--- config.mk ---
export PLATFORM = sky130hd
export DESIGN_NAME = fetch_queue
export DESIGN_NICKNAME = d
export VERILOG_FILES = /design/src/rtl/fetch_pkg.sv /design/src/rtl/fq_fifo.sv /design/src/rtl/fetch_queue.sv
export SDC_FILE = /design/constraint.sdc
export NUM_CORES = 1
export LEC_CHECK = 0
export ABC_AREA = 1
export ABC_CLOCK_PERIOD_IN_PS = 6900
export CORE_UTILIZATION = 40
export CTS_CLUSTER_SIZE = 24
export DETAILED_ROUTE_END_ITERATION = 10
export GPL_TIMING_DRIVEN = 0
export PLACE_DENSITY = 0.6
export SLEW_MARGIN = 10
export SYNTH_ARGS = -nofsm -noshare
export SYNTH_HDL_FRONTEND = slang
export SYNTH_HIERARCHICAL = 1
export SYNTH_SLANG_ARGS = --single-unit
--- constraint.sdc ---
create_clock -name clk -period 6.9 [get_ports clk]
set_input_delay 1.035 -clock clk [delete_from_list [all_inputs] [get_ports clk]]
set_output_delay 1.035 -clock clk [all_outputs]
set_load 0.01 [all_outputs]
--- src/rtl/fetch_pkg.sv ---
// Shared types and constants for the instruction fetch front-end.
package fetch_pkg;

   localparam int          WORD_W  = 32;
   localparam logic [31:0] PC_INCR = 32'd4;

   // IDLE: no request on the bus
   // REQ:  request for the current pc is on the bus
   // DROP: a stale request is still outstanding; its response is thrown away
   typedef enum logic [1:0] {
      IDLE = 2'd0,
      REQ  = 2'd1,
      DROP = 2'd2
   } fetch_state_e;

   // One buffered fetch: the instruction word and its fetch address + 4.
   typedef struct packed {
      logic [WORD_W-1:0] instr;
      logic [WORD_W-1:0] pc_plus4;
   } fq_entry_t;

endpackage

--- src/rtl/fq_fifo.sv ---
// Synchronous FIFO of fetched {instr, pc_plus4} entries.
// Flush outranks push and pop. A pop on an empty FIFO is ignored.
// The head entry is a plain register read, so it has no path from push_data.
module fq_fifo
   import fetch_pkg::*;
#(
   parameter int DEPTH = 4
) (
   input  logic                     clk,
   input  logic                     rst,
   input  logic                     push,
   input  fq_entry_t                push_data,
   input  logic                     pop,
   input  logic                     flush,
   output logic [$clog2(DEPTH):0]   count,
   output fq_entry_t                head
);

   localparam int AW = $clog2(DEPTH);
   localparam int CW = AW + 1;

   fq_entry_t         mem_q [DEPTH];
   fq_entry_t         mem_d [DEPTH];
   logic [AW-1:0]     wr_ptr_q, wr_ptr_d;
   logic [AW-1:0]     rd_ptr_q, rd_ptr_d;
   logic [CW-1:0]     count_q, count_d;
   logic              do_pop;

   // Next-state for storage, pointers and occupancy.
   always_comb begin
      mem_d    = mem_q;
      wr_ptr_d = wr_ptr_q;
      rd_ptr_d = rd_ptr_q;
      count_d  = count_q;
      do_pop   = pop && (count_q != '0);
      if (flush) begin
         wr_ptr_d = '0;
         rd_ptr_d = '0;
         count_d  = '0;
      end else begin
         if (push) begin
            mem_d[wr_ptr_q] = push_data;
            wr_ptr_d        = wr_ptr_q + 1'b1;
         end
         if (do_pop) begin
            rd_ptr_d = rd_ptr_q + 1'b1;
         end
         case ({push, do_pop})
            2'b10:   count_d = count_q + CW'(1);
            2'b01:   count_d = count_q - CW'(1);
            default: count_d = count_q;
         endcase
      end
   end

   // State registers; reset also clears storage so the head reads zero.
   always_ff @(posedge clk) begin
      if (!rst) begin
         mem_q    <= '{default: '0};
         wr_ptr_q <= '0;
         rd_ptr_q <= '0;
         count_q  <= '0;
      end else begin
         mem_q    <= mem_d;
         wr_ptr_q <= wr_ptr_d;
         rd_ptr_q <= rd_ptr_d;
         count_q  <= count_d;
      end
   end

   assign count = count_q;
   assign head  = mem_q[rd_ptr_q];

endmodule

--- src/rtl/fetch_queue.sv ---
// Instruction fetch front-end: owns the fetch pc, issues one word read at a
// time to a variable-latency memory, buffers responses with pc+4, and
// flushes everything on redirect.
//
// Memory handshake: imem_req is held high with a stable imem_addr until the
// cycle imem_ack is high; imem_rdata is sampled in that same cycle. Because
// the address must stay stable, a redirect that arrives while a request is
// outstanding is parked in pend_pc and the old response is dropped.
module fetch_queue
   import fetch_pkg::*;
#(
   parameter int          DEPTH    = 4,
   parameter logic [31:0] RESET_PC = 32'h0
) (
   input  logic               clk,
   input  logic               rst,
   output logic               imem_req,
   output logic [WORD_W-1:0]  imem_addr,
   input  logic               imem_ack,
   input  logic [WORD_W-1:0]  imem_rdata,
   input  logic               redirect,
   input  logic [WORD_W-1:0]  redirect_pc,
   input  logic               deq,
   output logic               valid,
   output logic [WORD_W-1:0]  instr,
   output logic [WORD_W-1:0]  pc_plus4,
   output fetch_state_e       dbg_state
);

   localparam int CW = $clog2(DEPTH) + 1;

   fetch_state_e       state_q, state_d;
   logic [WORD_W-1:0]  pc_q, pc_d;
   logic [WORD_W-1:0]  pend_q, pend_d;

   logic               push;
   logic               pop;
   logic               flush;
   fq_entry_t          push_data;
   fq_entry_t          head;
   logic [CW-1:0]      count;
   logic [CW-1:0]      cnt_after;

   assign valid     = (count != '0);
   assign pop       = deq && valid && !redirect;
   assign cnt_after = count - {{(CW-1){1'b0}}, pop};
   assign push_data = '{instr: imem_rdata, pc_plus4: pc_q + PC_INCR};

   // Fetch control: next state, pc, pending redirect target, FIFO commands.
   always_comb begin
      state_d = state_q;
      pc_d    = pc_q;
      pend_d  = pend_q;
      push    = 1'b0;
      flush   = 1'b0;
      case (state_q)
         IDLE: begin
            if (redirect) begin
               flush   = 1'b1;
               pc_d    = redirect_pc;
               state_d = REQ;
            end else if (cnt_after < CW'(DEPTH)) begin
               state_d = REQ;
            end
         end
         REQ: begin
            if (redirect) begin
               flush = 1'b1;
               if (imem_ack) begin
                  pc_d    = redirect_pc;
                  state_d = REQ;
               end else begin
                  pend_d  = redirect_pc;
                  state_d = DROP;
               end
            end else if (imem_ack) begin
               push = 1'b1;
               pc_d = pc_q + PC_INCR;
               // Only issue again if the slot after this push/pop is free.
               if ((cnt_after + CW'(1)) < CW'(DEPTH)) begin
                  state_d = REQ;
               end else begin
                  state_d = IDLE;
               end
            end
         end
         DROP: begin
            if (redirect) begin
               flush  = 1'b1;
               pend_d = redirect_pc;
            end
            if (imem_ack) begin
               pc_d    = redirect ? redirect_pc : pend_q;
               state_d = REQ;
            end
         end
         default: begin
            state_d = IDLE;
         end
      endcase
   end

   // Control registers.
   always_ff @(posedge clk) begin
      if (!rst) begin
         state_q <= IDLE;
         pc_q    <= RESET_PC;
         pend_q  <= '0;
      end else begin
         state_q <= state_d;
         pc_q    <= pc_d;
         pend_q  <= pend_d;
      end
   end

   fq_fifo #(
      .DEPTH (DEPTH)
   ) u_fifo (
      .clk       (clk),
      .rst       (rst),
      .push      (push),
      .push_data (push_data),
      .pop       (pop),
      .flush     (flush),
      .count     (count),
      .head      (head)
   );

   assign imem_req  = (state_q != IDLE);
   assign imem_addr = pc_q;
   assign instr     = head.instr;
   assign pc_plus4  = head.pc_plus4;
   assign dbg_state = state_q;

endmodule

* Yosys cells after proc, flatten, opt, wreduce, memory -nomap -nowiden
Cells that the tools add are included.
Cells by class: add/sub/neg operators 7, magnitude comparators 5, equality and inequality tests 11, muxes and demuxes 30, bitwise gates (word level) 4, reductions and logical operators 17
Operators with widths (number):
- bitwise mux 256 bit | 1
- 2-to-1 mux 32 bit | 8
- 2-to-1 mux 64 bit | 3
- binary-select mux 64 bit (select 2 bit) | 1
- demux 64 bit (select 2 bit) | 1
- one-hot mux 32 bit (3 select lines) | 1
- one-hot mux 32 bit (2 select lines) | 1
- adder 32 x 3 -> 32 bit (second input constant) | 1
- 2-to-1 mux 2 bit | 6
- inequality test 2 bit (second input constant) | 5
- adder 3 x 1 -> 3 bit (second input constant) | 2
- >= comparator 3 bit (second input constant) | 2
- < comparator 3 bit (second input constant) | 2
- 2-to-1 mux 1 bit | 6
- inequality test 3 bit (second input constant) | 2
- inverter 2 -> 3 bit | 2
- one-hot mux 2 bit (3 select lines) | 1
- one-hot mux 3 bit (2 select lines) | 1
- AND reduction 3 bit | 2
- nonzero test 2 bit | 3
- nonzero test 3 bit | 2
- adder 2 x 1 -> 2 bit (second input constant) | 2
- equality test 2 x 1 -> 1 bit (second input constant) | 2
- equality test 2 bit (second input constant) | 2
- other kinds (11) | 15
Word-level totals: flip-flop bits (word level) 329, input port bits 69, output and inout bits 100

* Logic depth before layout (Yosys ltp)
Gate-level depths: netlist of the first run.
depth in word-level cells 10, gate-level depth with buffers 17

* Cells and area by module
Netlist of the first run, hierarchy kept.
Modules (own cells, without submodules):
- fq_fifo | times used 1, cells an instance 1531, area each 11567.3 um^2, seq. area each 5265.0 um^2
- fetch_queue | times used 1, cells an instance 756, area each 4679.5 um^2, seq. area each 1321.3 um^2

* Least setup slack after synthesis of the first run
No wires, ideal clock.
path kind input to register, start point input port redirect, end point register u_fifo.count_q[1], in the netlist u_fifo/count[1], library setup time 0.070 ns, arrival 3.000 ns, data required time 6.830 ns, slack 3.830 ns, stages 10, cells stage by stage buf_2 > nor2_1 > inv_1 > buf_2 > nor2_1 > inv_1 > ha_1 > inv_1 > fa_1 > a21oi_1
On the way: elaborated cells on any way between the ends 12
RTL lines:
- start: declaration | line fetch_queue.sv:21 | input logic redirect,
- 2-to-1 mux 1 bit (*) | line fetch_queue.sv:67 | if (redirect) begin
- 2-to-1 mux 1 bit (*) | line fetch_queue.sv:56 | case (state_q)
- via push | line fetch_queue.sv:36 | logic push;
- equality test 2 x 1 -> 1 bit or equality test 2 bit (tied branches) | line fq_fifo.sv:48 | case ({push, do_pop})
- one-hot mux 3 bit (2 select lines) or nonzero test 2 bit (tied branches)
- end signal: assignment | line fq_fifo.sv:67 | count_q <= count_d;
- end: declaration | line fq_fifo.sv:26 | logic [CW-1:0] count_q, count_d;
The timed path passes the listed nets; every way through them passes the cells marked *. A chain may end at the register's enable or synchronous reset.

* Final worst setup path of the first run
start point register u_fifo.rd_ptr_q[1], end point output port instr[19]
On the way: longest elaborated chain between the ends 4
Ends and longest elaborated chain:
- start: declaration | line fq_fifo.sv:25 | logic [AW-1:0] rd_ptr_q, rd_ptr_d;
- start signal: assignment | line fq_fifo.sv:66 | rd_ptr_q <= rd_ptr_d;
- inverter 2 -> 3 bit (not written as such) | line fq_fifo.sv:72 | assign head = mem_q[rd_ptr_q];
- binary-select mux 64 bit (select 2 bit) | line fq_fifo.sv:72
- 2-to-1 mux 64 bit (not written as such) (2 in a row) | line fq_fifo.sv:72
- end: declaration | line fetch_queue.sv:25 | output logic [WORD_W-1:0] instr,
No other way between the ends. The select of a mux whose other input is x is not followed.

==> results of run 1 <==
-- sequential cells by signal, summed over array words and instances (netlist names) --
register and cells:
u_fifo/mem_q 256, u_fifo/wr_ptr_q 2, u_fifo/rd_ptr_q 2, pend_q 32, imem_addr 32, u_fifo/count 3
dbg_state 2
-- Yosys cell counts (7+ instances only) --
cell type    n
buf_4       19
or2_2       12
clkbuf_1    65
o21ai_1    293
nand3_1     34
o22ai_1     68
xor2_1      12
a21oi_1    389
o21ai_0    184
nor3_1       7
buf_6       58
nand2_1    207
inv_1      313
nor2_1     195
buf_2       17
ha_1        12
dfxtp_1    329
a31oi_1     13
-- per-layer routing --
metal | wire length, um | part of all wire, %
met1 | 25600 | 45
met2 | 26500 | 46
met3 | 3000 | 5.2
met4 | 2140 | 3.7
met5 | 0 | 0
-- final cells by class --
class	count	area share, %
multi-input combinational	1467	36.8
sequential	329	33.4
timing repair buffer	168	8.52
buffer	172	6.10
inverter	319	6.06
clock buffer	52	5.34
tap	525	3.33
clock inverter	10	0.539
-- critical path, stage by stage (launching register included) --
cell and delay (ns):
dfxtp_1 0.37, buf_4 0.22, clkbuf_1 0.54, o21ai_1 0.18
o22ai_1 0.39, clkdlybuf4s50_1 0.62
-- how the worst min path moves through the flow --
stage,end,slack [ns]
2_1_floorplan,u_fifo/mem_q[127],0.42
3_3_place_gp,u_fifo/mem_q[110],0.43
3_5_place_dp,u_fifo/mem_q[124],0.43
4_1_cts,u_fifo/mem_q[124],0.44
5_1_grt,u_fifo/mem_q[102],0.46
6_report,u_fifo/mem_q[124],0.44
-- stage by stage --
step	util, %	worst slack (ns)	hold slack, ns
after floorplan	-	3.83	0.421
after global placement	46.6	2.75	0.430
after detailed placement	46.6	2.68	0.433
after CTS	49.5	3.05	0.442
after global routing	49.5	2.94	0.457
final	49.5	2.98	0.442
-- kinds of logic (layout without fill, tap and decap cells) --
group	count (synthesis)	after routing
AOI/OAI and AO/OA	956	956
xor gates and xnor gates	20	20
adders and majority gates	13	13
buffers and inverters	491	721
DFF	329	329
and+or+nand+nor	478	478
-- report_power, final --
group	switching, uW	total, uW	internal, uW	leakage [uW]
Sequential	132	2150	2010	0.00267
Clock	823	1930	1110	0.000562
Combinational	599	988	389	0.00403
Total	1550	5070	3510	0.00726
==> run_results.csv, run 1 <==
group,metric,value,unit
sta,finalMaxSlewViolations,0,
sta,worst-slew-pin-transition,0.779,ns
routing,viasPerCell,5.29,
status,status,"finished clean",
synthesis,async_reset_ff_share,0,%
sta,period_needed,3.92,ns
synthesis,yosys.area_share.simple,12.1,%
synthesis,synth-adder-area-share,1.05,%
critical_path,reg2reg_to,"u_fifo/count[2]",
final_layout,mostFrequentLayoutCells,"a21oi_1, dfxtp_1, inv_1",
routing,routed_wl,57200,um
placed_design,gp_congestion,0.903,
critical_path,worst-setup-path-type,"reg2out",
synthesis,ys_types,41,
synthesis,ys_top_cells_by_area,"dfxtp_1, a21oi_1, o21ai_1",
clocking,cts_setup_buffers,0,
synthesis,synth_compound_area_share,30.3,%
final_layout,fin_area,19700,um2
global_route,antenna_found_initial,0,
placed_design,placed_area,18600,um2
global_route,grt_busiest_layer,"met2",
routing,drt_iter0_markers,1102,
critical_path,arrival,2.89,ns
synthesis,synth_flop_cell,"dfxtp_1",
clocking,cts_tree,"built",
clocking,cts_buffers,38,
clocking,cts_resized,0,
synthesis,synth_xor_area_share,1.26,%
hold_path,holdPathStages,2,
routing,ant_nets,0,
floorplanning,dieArea,41400,um2
routing,route.vias.total,16100,
clocking,h-tree-depth,2,
routing,firstDrtPassIters,7,
synthesis,avgSynthCellArea,7.10,um2
sta,finalHoldViolCount,0,
synthesis,ys_seq_area_share,40.5,%
synthesis,synth_mux_area_share,0,%
synthesis,syn-instance-count,2287,
clocking,ctsHoldBuffers,0,
global_route,use_met1,35.7,%
power,total_power,5070,uW
final_layout,diodes,0,
sta,max_freq,255,MHz
final_layout,regArea,6590,um2
critical_path,endpoint_kind,"output port",
routing,drc,0,
placed_design,dp.cells,2980,
critical_path,crit_path_max_fanout,10,
clocking,insertion_delay,0.56,ns
sta,setup_tns,0,ns
critical_path,reg2reg_from,"dbg_state[1]",
synthesis,synth_top_area_share,40.5,%
sta,setup_viol,0,
hold_path,hold_class,"reg2reg",
power,ir_worst_vdd,0.161,mV
floorplanning,initial_core_util,40.7,%
final_layout,layout.nets,2577,
final_layout,mostFrequentLayoutCell,"a21oi_1",
critical_path,required,5.86,ns
synthesis,synth_top_family_by_area,"compound AO/OA/AOI/OAI gates",
critical_path,r2r_slack,3.55,ns
synthesis,synth_area,16200,um2
floorplanning,top_level_ports,169,
global_route,met2_usage,45.6,%
synthesis,netlist.top_cell.by_area,"dfxtp_1",
global_route,grt_pass1_vias,15700,
critical_path,reg2reg_depth,16,
sta,fin_skew,0.0151,ns
final_layout,multi_input_area,7260,um2
floorplanning,die_w,204,um
floorplanning,core_area,39900,um2
global_route,grt_overflow,0,
synthesis,syn-num-nets,2369,
routing,wl_per_cell,18.8,um
sta,relSlewSlack,47.9,%
power,power_density,257,nW/um2
final_layout,fill_cells,4038,
global_route,use_met3,3.08,%
clocking,path_clk_slew,0.06,ns
critical_path,cp-start-kind,"flop",
synthesis,ys_ff_latch,329,
clocking,cts_root_buf,"clkbuf_16",
critical_path,crit_end,"instr[19]",
global_route,track_usage,27.5,%
power,p_leak,0.00726,uW
floorplanning,rows,73,
sta,rsz0062_at_grt,"no",
placed_design,hpwl,42400,um
hold_path,hold_start,"u_fifo/mem_q[124]",
final_layout,instances_no_fill,3042,
global_route,grt_max_degree,14,
clocking,clockBufferDepth,3,
floorplanning,fp.dieH,204,um
run,max-cap-violations,0,
final_layout,syn_to_final_growth,21.5,%
critical_path,cp-startpoint,"u_fifo/rd_ptr_q[1]",
global_route,grt_pass1_wl,88400,um
sta,period_share,56.9,%
placed_design,portBuffers,168,
final_layout,drive_above_1_share,7.63,%
synthesis,synth_edf_count,0,
synthesis,yosysWarningCount,6,
clocking,cts.sinks,329,
Power figures use the tool's default switching activity.
==> run 2, diff against run 1 <==
--- a/config.mk
+++ b/config.mk
@@ -6,7 +6,7 @@
 export NUM_CORES = 1
 export LEC_CHECK = 0
 export ABC_AREA = 1
-export ABC_CLOCK_PERIOD_IN_PS = 6900
+export ABC_CLOCK_PERIOD_IN_PS = 3900
 export CORE_UTILIZATION = 40
 export CTS_CLUSTER_SIZE = 24
 export DETAILED_ROUTE_END_ITERATION = 10
==> constraint.sdc (replaced) <==
create_clock -name clk -period 3.9 [get_ports clk]
set_input_delay 0.585 -clock clk [delete_from_list [all_inputs] [get_ports clk]]
set_output_delay 0.585 -clock clk [all_outputs]
set_load 0.01 [all_outputs]
==> results of run 2 <==
The final DEF is identical to that of run 1. Status: finished clean.
Among the figures that moved: setup slack after placement 2.68 ns -> 0.132 ns; setup slack after layout 2.98 ns -> 0.425 ns; register-to-register setup slack 3.55 ns -> 0.55 ns; total power 5070 uW -> 8960 uW; worst IR drop on VDD 0.161 mV -> 0.285 mV
